### config.mk
export PLATFORM = sky130hd
export DESIGN_NAME = axis_m_pkt
export DESIGN_NICKNAME = d
export VERILOG_FILES = /design/src/rtl/axis_pkg.sv /design/src/rtl/axis_fifo.sv /design/src/rtl/axis_m_pkt.sv
export SDC_FILE = /design/constraint.sdc
export NUM_CORES = 1
export LEC_CHECK = 0
export ABC_AREA = 1
export CAP_MARGIN = 20
export CORE_MARGIN = 2
export CORE_UTILIZATION = 40
export DETAILED_ROUTE_END_ITERATION = 10
export GPL_ROUTABILITY_DRIVEN = 0
export GPL_TIMING_DRIVEN = 1
export PLACE_DENSITY = 0.7
export SETUP_SLACK_MARGIN = 0.3
export SLEW_MARGIN = 20
export SYNTH_ARGS = -nofsm -noshare
export SYNTH_HDL_FRONTEND = slang
export SYNTH_SLANG_ARGS = --single-unit
### constraint.sdc
create_clock -name aclk -period 3.1 [get_ports aclk]
set_clock_uncertainty 0.1 [all_clocks]
set_input_delay 0.62 -clock aclk [delete_from_list [all_inputs] [get_ports aclk]]
set_output_delay 0.62 -clock aclk [all_outputs]
set_load 0.02 [all_outputs]
### src/rtl/axis_pkg.sv
// -----------------------------------------------------------------------------
// axis_pkg
// Shared definitions for the AXI-Stream master packetizer and the matching
// slave receiver: the packet state encoding and the default data width.
// -----------------------------------------------------------------------------
package axis_pkg;

  localparam int AXIS_DATA_W = 32;

  typedef enum logic {
    IDLE = 1'b0,
    SEND = 1'b1
  } axis_state_t;

endpackage : axis_pkg

### src/rtl/axis_fifo.sv
// -----------------------------------------------------------------------------
// axis_fifo
// Small synchronous show-ahead FIFO: the head word is visible on rd_data
// whenever empty is low, and rd_en pops it.
//
// Ports:
//   aclk, areset       clock, synchronous active-high reset (flushes pointers)
//   wr_en, wr_data     push a word (ignored while full)
//   full               no free entry
//   rd_en              pop the head word (ignored while empty)
//   rd_data            head word (valid while !empty)
//   empty              no stored word
// -----------------------------------------------------------------------------
module axis_fifo
  import axis_pkg::*;
#(
  parameter int DATA_W = AXIS_DATA_W,
  parameter int DEPTH  = 4
) (
  input  logic              aclk,
  input  logic              areset,
  input  logic              wr_en,
  input  logic [DATA_W-1:0] wr_data,
  output logic              full,
  input  logic              rd_en,
  output logic [DATA_W-1:0] rd_data,
  output logic              empty
);

  localparam int AW = $clog2(DEPTH);

  logic [DATA_W-1:0] r_mem [DEPTH];
  // Pointers carry one extra wrap bit so full and empty are distinguishable
  // when the index bits match.
  logic [AW:0]       r_wr_ptr;
  logic [AW:0]       r_rd_ptr;
  logic              w_push;
  logic              w_pop;

  assign empty   = (r_wr_ptr == r_rd_ptr);
  assign full    = (r_wr_ptr[AW] != r_rd_ptr[AW]) &&
                   (r_wr_ptr[AW-1:0] == r_rd_ptr[AW-1:0]);
  assign w_push  = wr_en && !full;
  assign w_pop   = rd_en && !empty;
  assign rd_data = r_mem[r_rd_ptr[AW-1:0]];

  always_ff @(posedge aclk) begin
    if (areset) begin
      r_wr_ptr <= '0;
      r_rd_ptr <= '0;
    end else begin
      if (w_push) r_wr_ptr <= r_wr_ptr + 1'b1;
      if (w_pop)  r_rd_ptr <= r_rd_ptr + 1'b1;
    end
  end

  // NOTE: storage is deliberately not reset; flushing the pointers is enough
  // because no entry is ever read before it has been written.
  always_ff @(posedge aclk) begin
    if (w_push) r_mem[r_wr_ptr[AW-1:0]] <= wr_data;
  end

endmodule : axis_fifo

### src/rtl/axis_m_pkt.sv
// -----------------------------------------------------------------------------
// axis_m_pkt
// AXI-Stream master packetizer. User logic fills an internal FIFO, then
// requests a packet of pkt_len beats; the block streams them with tlast on the
// final beat and pulses done the cycle after the tlast handshake.
//
// Ports:
//   aclk, areset       clock, synchronous active-high reset
//   start, pkt_len     packet request (sampled in IDLE, pkt_len 1..255)
//   wr_valid, wr_data  user word push; wr_ready = FIFO not full
//   busy               high while a packet is in progress
//   done               one-cycle pulse after the last beat is accepted
//   tvalid, tready,
//   tdata, tlast       AXI-Stream master interface
// -----------------------------------------------------------------------------
module axis_m_pkt
  import axis_pkg::*;
#(
  parameter int DATA_W = AXIS_DATA_W,
  parameter int DEPTH  = 4
) (
  input  logic              aclk,
  input  logic              areset,
  input  logic              start,
  input  logic [7:0]        pkt_len,
  input  logic              wr_valid,
  input  logic [DATA_W-1:0] wr_data,
  output logic              wr_ready,
  output logic              busy,
  output logic              done,
  output logic              tvalid,
  input  logic              tready,
  output logic [DATA_W-1:0] tdata,
  output logic              tlast
);

  axis_state_t       r_state;
  axis_state_t       w_state_nxt;
  logic [7:0]        r_len;
  logic [7:0]        r_issued;
  logic [7:0]        r_acked;
  logic              r_tvalid;
  logic [DATA_W-1:0] r_tdata;
  logic              r_tlast;
  logic              r_done;

  logic              w_full;
  logic              w_empty;
  logic [DATA_W-1:0] w_head;
  logic              w_hs;
  logic              w_load;
  logic              w_accept;

  // wr_ready comes from the pre-edge fill level, so a full FIFO refuses a
  // write even when a read frees an entry in the same cycle.
  assign wr_ready = !w_full;
  assign w_hs     = r_tvalid && tready;
  assign w_accept = (r_state == IDLE) && start && (pkt_len != 8'd0);
  // The output register refills when it is empty or being drained this cycle.
  assign w_load   = (r_state == SEND) && (!r_tvalid || w_hs) && !w_empty &&
                    (r_issued < r_len);

  axis_fifo #(
    .DATA_W (DATA_W),
    .DEPTH  (DEPTH)
  ) u_fifo (
    .aclk    (aclk),
    .areset  (areset),
    .wr_en   (wr_valid),
    .wr_data (wr_data),
    .full    (w_full),
    .rd_en   (w_load),
    .rd_data (w_head),
    .empty   (w_empty)
  );

  // NOTE: combinational next-state logic uses blocking assignments and sets a
  // default first, so every path assigns w_state_nxt and no latch is inferred.
  always_comb begin
    w_state_nxt = r_state;
    case (r_state)
      IDLE: if (w_accept)         w_state_nxt = SEND;
      SEND: if (w_hs && r_tlast)  w_state_nxt = IDLE;
      default:                    w_state_nxt = IDLE;
    endcase
  end

  always_ff @(posedge aclk) begin
    if (areset) begin
      r_state  <= IDLE;
      r_len    <= '0;
      r_issued <= '0;
      r_acked  <= '0;
      r_tvalid <= 1'b0;
      r_tdata  <= '0;
      r_tlast  <= 1'b0;
      r_done   <= 1'b0;
    end else begin
      r_state <= w_state_nxt;
      r_done  <= w_hs && r_tlast;

      if (w_accept) begin
        r_len    <= pkt_len;
        r_issued <= '0;
        r_acked  <= '0;
      end

      if (w_load) begin
        r_tvalid <= 1'b1;
        r_tdata  <= w_head;
        r_tlast  <= (r_issued == r_len - 8'd1);
        r_issued <= r_issued + 8'd1;
      end else if (w_hs) begin
        r_tvalid <= 1'b0;
        r_tlast  <= 1'b0;
      end

      if (w_hs) r_acked <= r_acked + 8'd1;
    end
  end

  // The final beat of a packet must coincide with the last expected handshake.
  a_tlast_count : assert property (@(posedge aclk) disable iff (areset)
    (r_tvalid && tready && r_tlast) |-> (r_acked == r_len - 8'd1));

  assign busy   = (r_state == SEND);
  assign done   = r_done;
  assign tvalid = r_tvalid;
  assign tdata  = r_tdata;
  assign tlast  = r_tlast;

endmodule : axis_m_pkt

==> results of run 1 <==
-- worst max path at each step --
stage	startpoint	endpoint	slack [ns]	depth (start not counted)
global placement	tready	u_fifo.r_rd_ptr[2]	0.61	9
finish	u_fifo.r_rd_ptr[1]	wr_ready	0.49	5
CTS	u_fifo.r_rd_ptr[1]	wr_ready	0.45	5
global route	u_fifo.r_rd_ptr[1]	wr_ready	0.38	5
floorplan	u_fifo.r_rd_ptr[0]	u_fifo.r_mem[0][0]	0.14	6
detailed placement	tready	tdata[10]	0.62	9
-- per-stage QoR --
step | setup slack [ns] | cell area (µm²) | total power, mW | util (%) | instances
2_1_floorplan | 0.142 | 7620 | 3.45 | - | 710
3_3_place_gp | 0.609 | 8690 | 3.76 | 46.5 | 1004
3_5_place_dp | 0.616 | 8690 | 3.77 | 46.5 | 1004
4_1_cts | 0.448 | 9280 | 5.90 | 49.6 | 1036
5_1_grt | 0.382 | 9280 | 6.11 | 49.6 | 1036
6_report | 0.492 | 9280 | 5.86 | 49.6 | 1036
-- registers in the layout, summed over array words and instances, names as in the netlist, 3 cells and up --
name and flops:
u_fifo.r_mem 128, tdata 32, r_issued 8, r_len 8, u_fifo.r_rd_ptr 3, u_fifo.r_wr_ptr 3
-- kinds of logic (layout without fill, tap and decap cells) --
logic type / after synthesis / count (layout) / synth area share (%)
buffers and inverters: 77 / 169 / 4.76
adder cells (fa/ha/maj): 15 / 15 / 2.46
XOR/XNOR: 6 / 6 / 0.690
AO/OA/AOI/OAI: 178 / 178 / 12.6
AND/OR/NAND/NOR: 248 / 248 / 13.8
flip-flops: 186 / 186 / 65.7
-- routing by layer --
metal / up-vias / track usage (%) / part of all wire, % / wire length [µm]
li1: 2620 / - / - / -
met4: 0 / 4.21 / 0.70 / 112
met5: - / 0 / 0 / 0
met2: 137 / 27.2 / 49 / 7780
met3: 10 / 4.91 / 6.5 / 1030
met1: 2411 / 20.9 / 44 / 7000
-- power groups by stage --
| stage | combinational (mW) | sequential, mW | clock (mW) |
|---|---|---|---|
| after detailed placement | 0.845 | 2.93 | 0 |
| after CTS | 0.849 | 2.88 | 2.18 |
| final | 0.838 | 2.87 | 2.14 |
| after floorplan | 0.470 | 2.98 | 0 |
| after global placement | 0.834 | 2.93 | 0 |
| after global routing | 0.938 | 2.89 | 2.28 |
-- cells in the final DEF, fill, tap and decap left out, drive strengths merged, types with 4 or more instances in the layout --
master	Yosys	layout
ha	15	15
o21ai	116	116
clkbuf	23	20
clkdlybuf4s50	0	81
buf	14	16
o22ai	32	32
nand3	20	20
edfxtp	128	128
dfxtp	58	58
nand2	70	70
xor2	4	4
clkinv	0	6
a21oi	28	28
nor2	154	154
inv	40	44
-- cell type report --
class,count,area [µm²],share of cell area (%)
clock buffer,20,447,4.82
clock inverter,12,139,1.50
inverter,40,150,1.62
multi-input combinational,447,2280,24.6
sequential,186,5010,54.0
tap,234,293,3.16
timing repair buffer,97,956,10.3
==> results by group, run 1 <==
Status
  – Status: finished, final reports clean

Clocking
  – Root Buffer: clkbuf_16
  – Post-CTS Setup Bufs: 0
  – Worst-Skew Late Latency: 0.43 ns
  – Post-cts resize count: 0
  – H-Tree Depth: 4
  – CTS Hold Bufs: 0
  – CTS Buf Count: 17
  – Max Buffers Root-to-Sink: 2
  – CTS tree: yes
  – CTS clk-pin slew, worst paths: 0.07 ns
  – CTS sink cnt: 186

Critical path
  – Worst path top cell family by delay: buffers and inverters
  – R2R Path End: u_fifo.r_rd_ptr[2]
  – Master of the slowest instance on the critical path: clkdlybuf4s50_1
  – CP bufs+invs: 2
  – Worst reg-to-reg setup slack: 0.76 ns
  – Critical path cell sequence: inv_2 > nand2_2 > nand2_2 > nand4_1 > clkdlybuf4s50_1
  – Critical path's most frequent cell: nand2_2
  – WP data required: 2.38 ns
  – CP arrival: 1.89 ns
  – Kind of start point of the critical path: flip-flop
  – WS Path Type: flip-flop to output pin
  – Reg2reg path depth: 11
  – Critical Path Max Stage Delay: 0.62 ns
  – Worst setup EP type: output pin
  – CP max FO: 17
  – R2R Path Start: r_len[3]

Drt
  – Iteration-0 DRC Markers: 394
  – DR vias: 5,178
  – DRT antenna net count: 0
  – First drt pass iteration count: 4
  – DRC errors left: 0
  – Vias per cell: roughly 5.0
  – Avg WL per Cell: around 15 µm
  – Final WL: about 16,000 µm

Placed design
  – Port Buffers: 81
  – Hpwl dp: 9830 µm

Floorplanning
  – DIE HEIGHT: 142 µm
  – Die X: around 140 µm
  – Core Area: 18,700 µm²
  – Die ar.: a little over 20,000 µm²
  – I/O pins: 82
  – Initial core utilization: 40.7%
  – Cell Rows: 50

Yosys
  – Number of synthesized register bits: 186
  – Post-synth top area cell: edfxtp_1
  – Synth cell types: 30
  – Post-synth EDFFs: 128
  – Post-synth top cells: 153 x nor2_1, 128 x edfxtp_1, 85 x o21ai_0, 65 x nand2_1, 58 x dfxtp_1
  – Async SR Flop Fraction: 0%
  – Mean Syn Cell Area: between 10 and 15 µm²
  – Register area share after synthesis: 65.7%
  – Count leader, synth: nor2_1
  – Post-Syn Instances: about 700
  – Main synth FF type: edfxtp_1
  – Post-Synthesis Cell Area: roughly 7600 µm²
  – Yosys warns: 0
  – Synth area leaders: edfxtp_1 50%, dfxtp_1 15%, nor2_1 7.5%
  – Share of Yosys cell area claimed by the top area cell type: roughly 50%
  – Post-Syn Nets: 770

Min path
  – HP Start: u_fifo.r_wr_ptr[2]
  – Worst Hold End: u_fifo.r_wr_ptr[2]
  – Worst Hold Depth: 1
  – Worst Hold Class: flip-flop to flip-flop

Power
  – Clock share of power: 36.6%
  – Switching share of power: 25.7%
  – PD cells: roughly 630 nW/µm²
  – Combinational share of power: 14.3%
  – Part of the power in registers: 49.1%
  – P_leak: 3.31 nW
  – NetSw: between 1.5 and 2 mW
  – Power Internal: 4.35 mW
  – Max VDD drop: around 0.39 mV

Global routing
  – Vias in the first global route: 4,914
  – First-pass GRT wire length: 25,300 µm
  – Initial antenna violation count: 1
  – Global Route Usage Sum: approximately 16%
  – Pin count of the biggest net entering global routing: 66
  – Total grt overflow: 0

STA
  – Unrepaired setup endpoints after global routing: no
  – Final min period: between 2 and 3 ns
  – Slew Viols, Final: 0
  – Tcrit/Tclk final: 84.1%
  – Worst slew pin tran: between 0.6 and 0.7 ns
  – Setup TNS: 0 ns
  – Achievable Freq: around 380 MHz
  – Final setup violating endpoints: 0
  – Max_slew headroom: 58.2%
  – Hold slack: 0.355 ns
  – Endpoints failing hold: 0

Final layout
  – Nets@finish: 849
  – Area Overhead vs Synth: 21.7%
  – Share of layout cells above drive strength 1: 9.60%
  – Fill count: ~1,700
  – Antenna diodes: 0

Job
  – Max_cap viols: 0
Note: power is estimated with default switching activity, not from simulation.
==> run 2: changes to the inputs <==
clock period = 2.7 ns   (was 3.1 ns; I/O delays follow)
==> results by group, run 2 (same netlist as run 1, synthesis figures left out) <==
Status
  – Status: finished, final reports clean

STA
  – Achievable Freq: 458 MHz
  – Final min period: approximately 2.2 ns
  – Unrepaired setup endpoints after global routing: no
  – Final setup violating endpoints: 0 (unchanged)
  – Max_slew headroom: 57.8% (-0.42 points)
  – Endpoints failing hold: 0 (unchanged)
  – Tcrit/Tclk final: approximately 81%
  – Slew Viols, Final: 0 (unchanged)
  – Setup TNS: 0 ns (unchanged)
  – Worst slew pin tran: 0.633 ns (+0.00635 ns)

Clocking
  – Root Buffer: clkbuf_16
  – CTS Buf Count: 17 (unchanged)
  – CTS tree: yes
  – Max Buffers Root-to-Sink: 2 (unchanged)
  – H-Tree Depth: 4 (unchanged)
  – CTS clk-pin slew, worst paths: 0.08 ns (about the same)
  – CTS sink cnt: 186 (unchanged)
  – Worst-Skew Late Latency: 0.43 ns (about the same)
  – CTS Hold Bufs: 0 (unchanged)

Final layout
  – Area of the multi-input gates: 2300 µm² (+0.60%)
  – Fin cells: 1,039 (+0.29%)
  – Nets@finish: 852 (+0.35%)
  – Most common cell after layout, fill and taps aside: nor2_1
  – Fill count: 1,635 (-3.1%)
  – Antenna diodes: 0 (unchanged)
  – Area Overhead vs Synth: 22.7%
  – Most frequent cells in the layout: 149 x nor2_1, 128 x edfxtp_1, 85 x o21ai_0, 80 x clkdlybuf4s50_1, 64 x nand2_1
  – Number of flip-flops in the largest register: 128 (unchanged)
  – Share of layout cells above drive strength 1: 10.2% (+0.59 points)
  – Register area: 5010 µm² (about the same)

Critical path
  – Worst setup EP type: output pin
  – Kind of start point of the critical path: flip-flop
  – R2R Path Start: r_len[5]
  – Worst reg-to-reg setup slack: 0.52 ns (-0.24 ns)
  – CP arrival: 1.54 ns (-0.35 ns)
  – CP max FO: 5 (-12)
  – R2R Path End: u_fifo.r_rd_ptr[2]
  – Reg2reg path depth: 10 (-1)
  – Worst Setup SP: u_fifo.r_wr_ptr[0]
  – WP data required: 2.06 ns (-0.32 ns)
  – WS Path Type: flip-flop to output pin

Drt
  – Iteration-0 DRC Markers: 468 (+19%)
  – Final WL: 16,200 µm (+1.7%)
  – DRT antenna net count: 0 (unchanged)
  – Vias per cell: 5.05 (+1.0%)
  – DRC errors left: 0 (unchanged)
  – First drt pass iteration count: 4 (unchanged)
  – DR vias: 5,245 (+1.3%)
  – Avg WL per Cell: 15.6 µm (+1.4%)

Placed design
  – Placed insts: 1,004 (unchanged)
  – Port Buffers: 81 (unchanged)
  – Hpwl dp: 9790 µm (-0.44%)

Job
  – Max_cap viols: 0 (unchanged)

Global routing
  – Pin count of the biggest net entering global routing: 66 (unchanged)
  – Initial antenna violation count: 0 (-1)
  – First-pass GRT wire length: 25,800 µm (+2.1%)
  – Total grt overflow: 0 (unchanged)
  – Vias in the first global route: 5,025 (+2.3%)
  – Global Route Usage Sum: 16.6% (+0.25 points)

Power
  – PD cells: 719 nW/µm² (+14%)
  – Max VDD drop: 0.607 mV (+57%)
  – P_leak: 3.34 nW (+0.87%)

Floorplanning
  – Core Area: 18,700 µm² (unchanged)
  – Cell Rows: 50 (unchanged)
  – Die ar.: 20,200 µm² (unchanged)
  – Die X: 142 µm (unchanged)
  – Initial core utilization: 40.7% (unchanged)
  – DIE HEIGHT: 142 µm (unchanged)
  – I/O pins: 82 (unchanged)

Min path
  – HP Start: u_fifo.r_wr_ptr[2]
  – Worst Hold Depth: 1 (unchanged)
  – Worst Hold End: u_fifo.r_wr_ptr[2]
  – Worst Hold Class: flip-flop to flip-flop
==> run 2: area by class of cell <==
class	instances	share of cell area, %
flip-flops and latches	186	53.5
clock buffers	17	4.55
well taps	234	3.13
clock inverters	15	1.69
repair buffers	99	10.9
multi-input cells	448	24.6
inverters	40	1.61
==> run 2: repair_timing <==
action / CTS / global route
endpoints found under the setup margin: 1 / 12
pin swaps: 0 / 1
resized for setup: 1 / 1
gates cloned: 0 / 1
buffers inserted: 0 / 2
==> run 2: per-layer routing <==
| metal | vias to the layer above | wire, µm | global-route usage (%) |
|---|---|---|---|
| li1 | 2633 | - | - |
| met2 | 104 | 8030 | 27.1 |
| met4 | 0 | 154 | 4.63 |
| met5 | - | 0 | 0 |
| met3 | 12 | 719 | 4.31 |
| met1 | 2496 | 7290 | 21.9 |
==> run 2: through the flow <==
step           worst slack, ns  util [%]  total power, mW  instance area [µm²]  hold WS [ns]
4_1_cts                  0.405      49.8             6.78                 9320         0.365
6_report                 0.516      50.0             6.72                 9350         0.361
2_1_floorplan            0.220         -             3.96                 7630         0.325
3_5_place_dp             0.370      46.7             4.35                 8740         0.353
3_3_place_gp             0.403      46.7             4.33                 8740         0.344
5_1_grt                  0.353      50.0             7.02                 9350         0.391
==> run 2: how the worst max path moves through the flow <==
stage	to	slack [ns]	depth (start not counted)
4_1_cts	tdata[25]	0.40	9
2_1_floorplan	u_fifo.r_mem[3][0]	0.22	6
6_report	wr_ready	0.52	5
3_5_place_dp	tdata[1]	0.37	8
5_1_grt	tdata[2]	0.35	10
3_3_place_gp	tdata[5]	0.40	8
==> run 2: power breakdown <==
part	switching, mW	internal [mW]	leakage (nW)
combinational	0.599	0.389	1.40
clock	1.12	1.31	0.289
sequential	0.0803	3.22	1.65
==> run 2: worst max-delay path: stages, from the launching register on <==
cell and delay, ns:
dfxtp_1 0.39, inv_1 0.12, nand2_1 0.09, nand2_2 0.07
nand4_1 0.10, dlygate4sd2_1 0.34
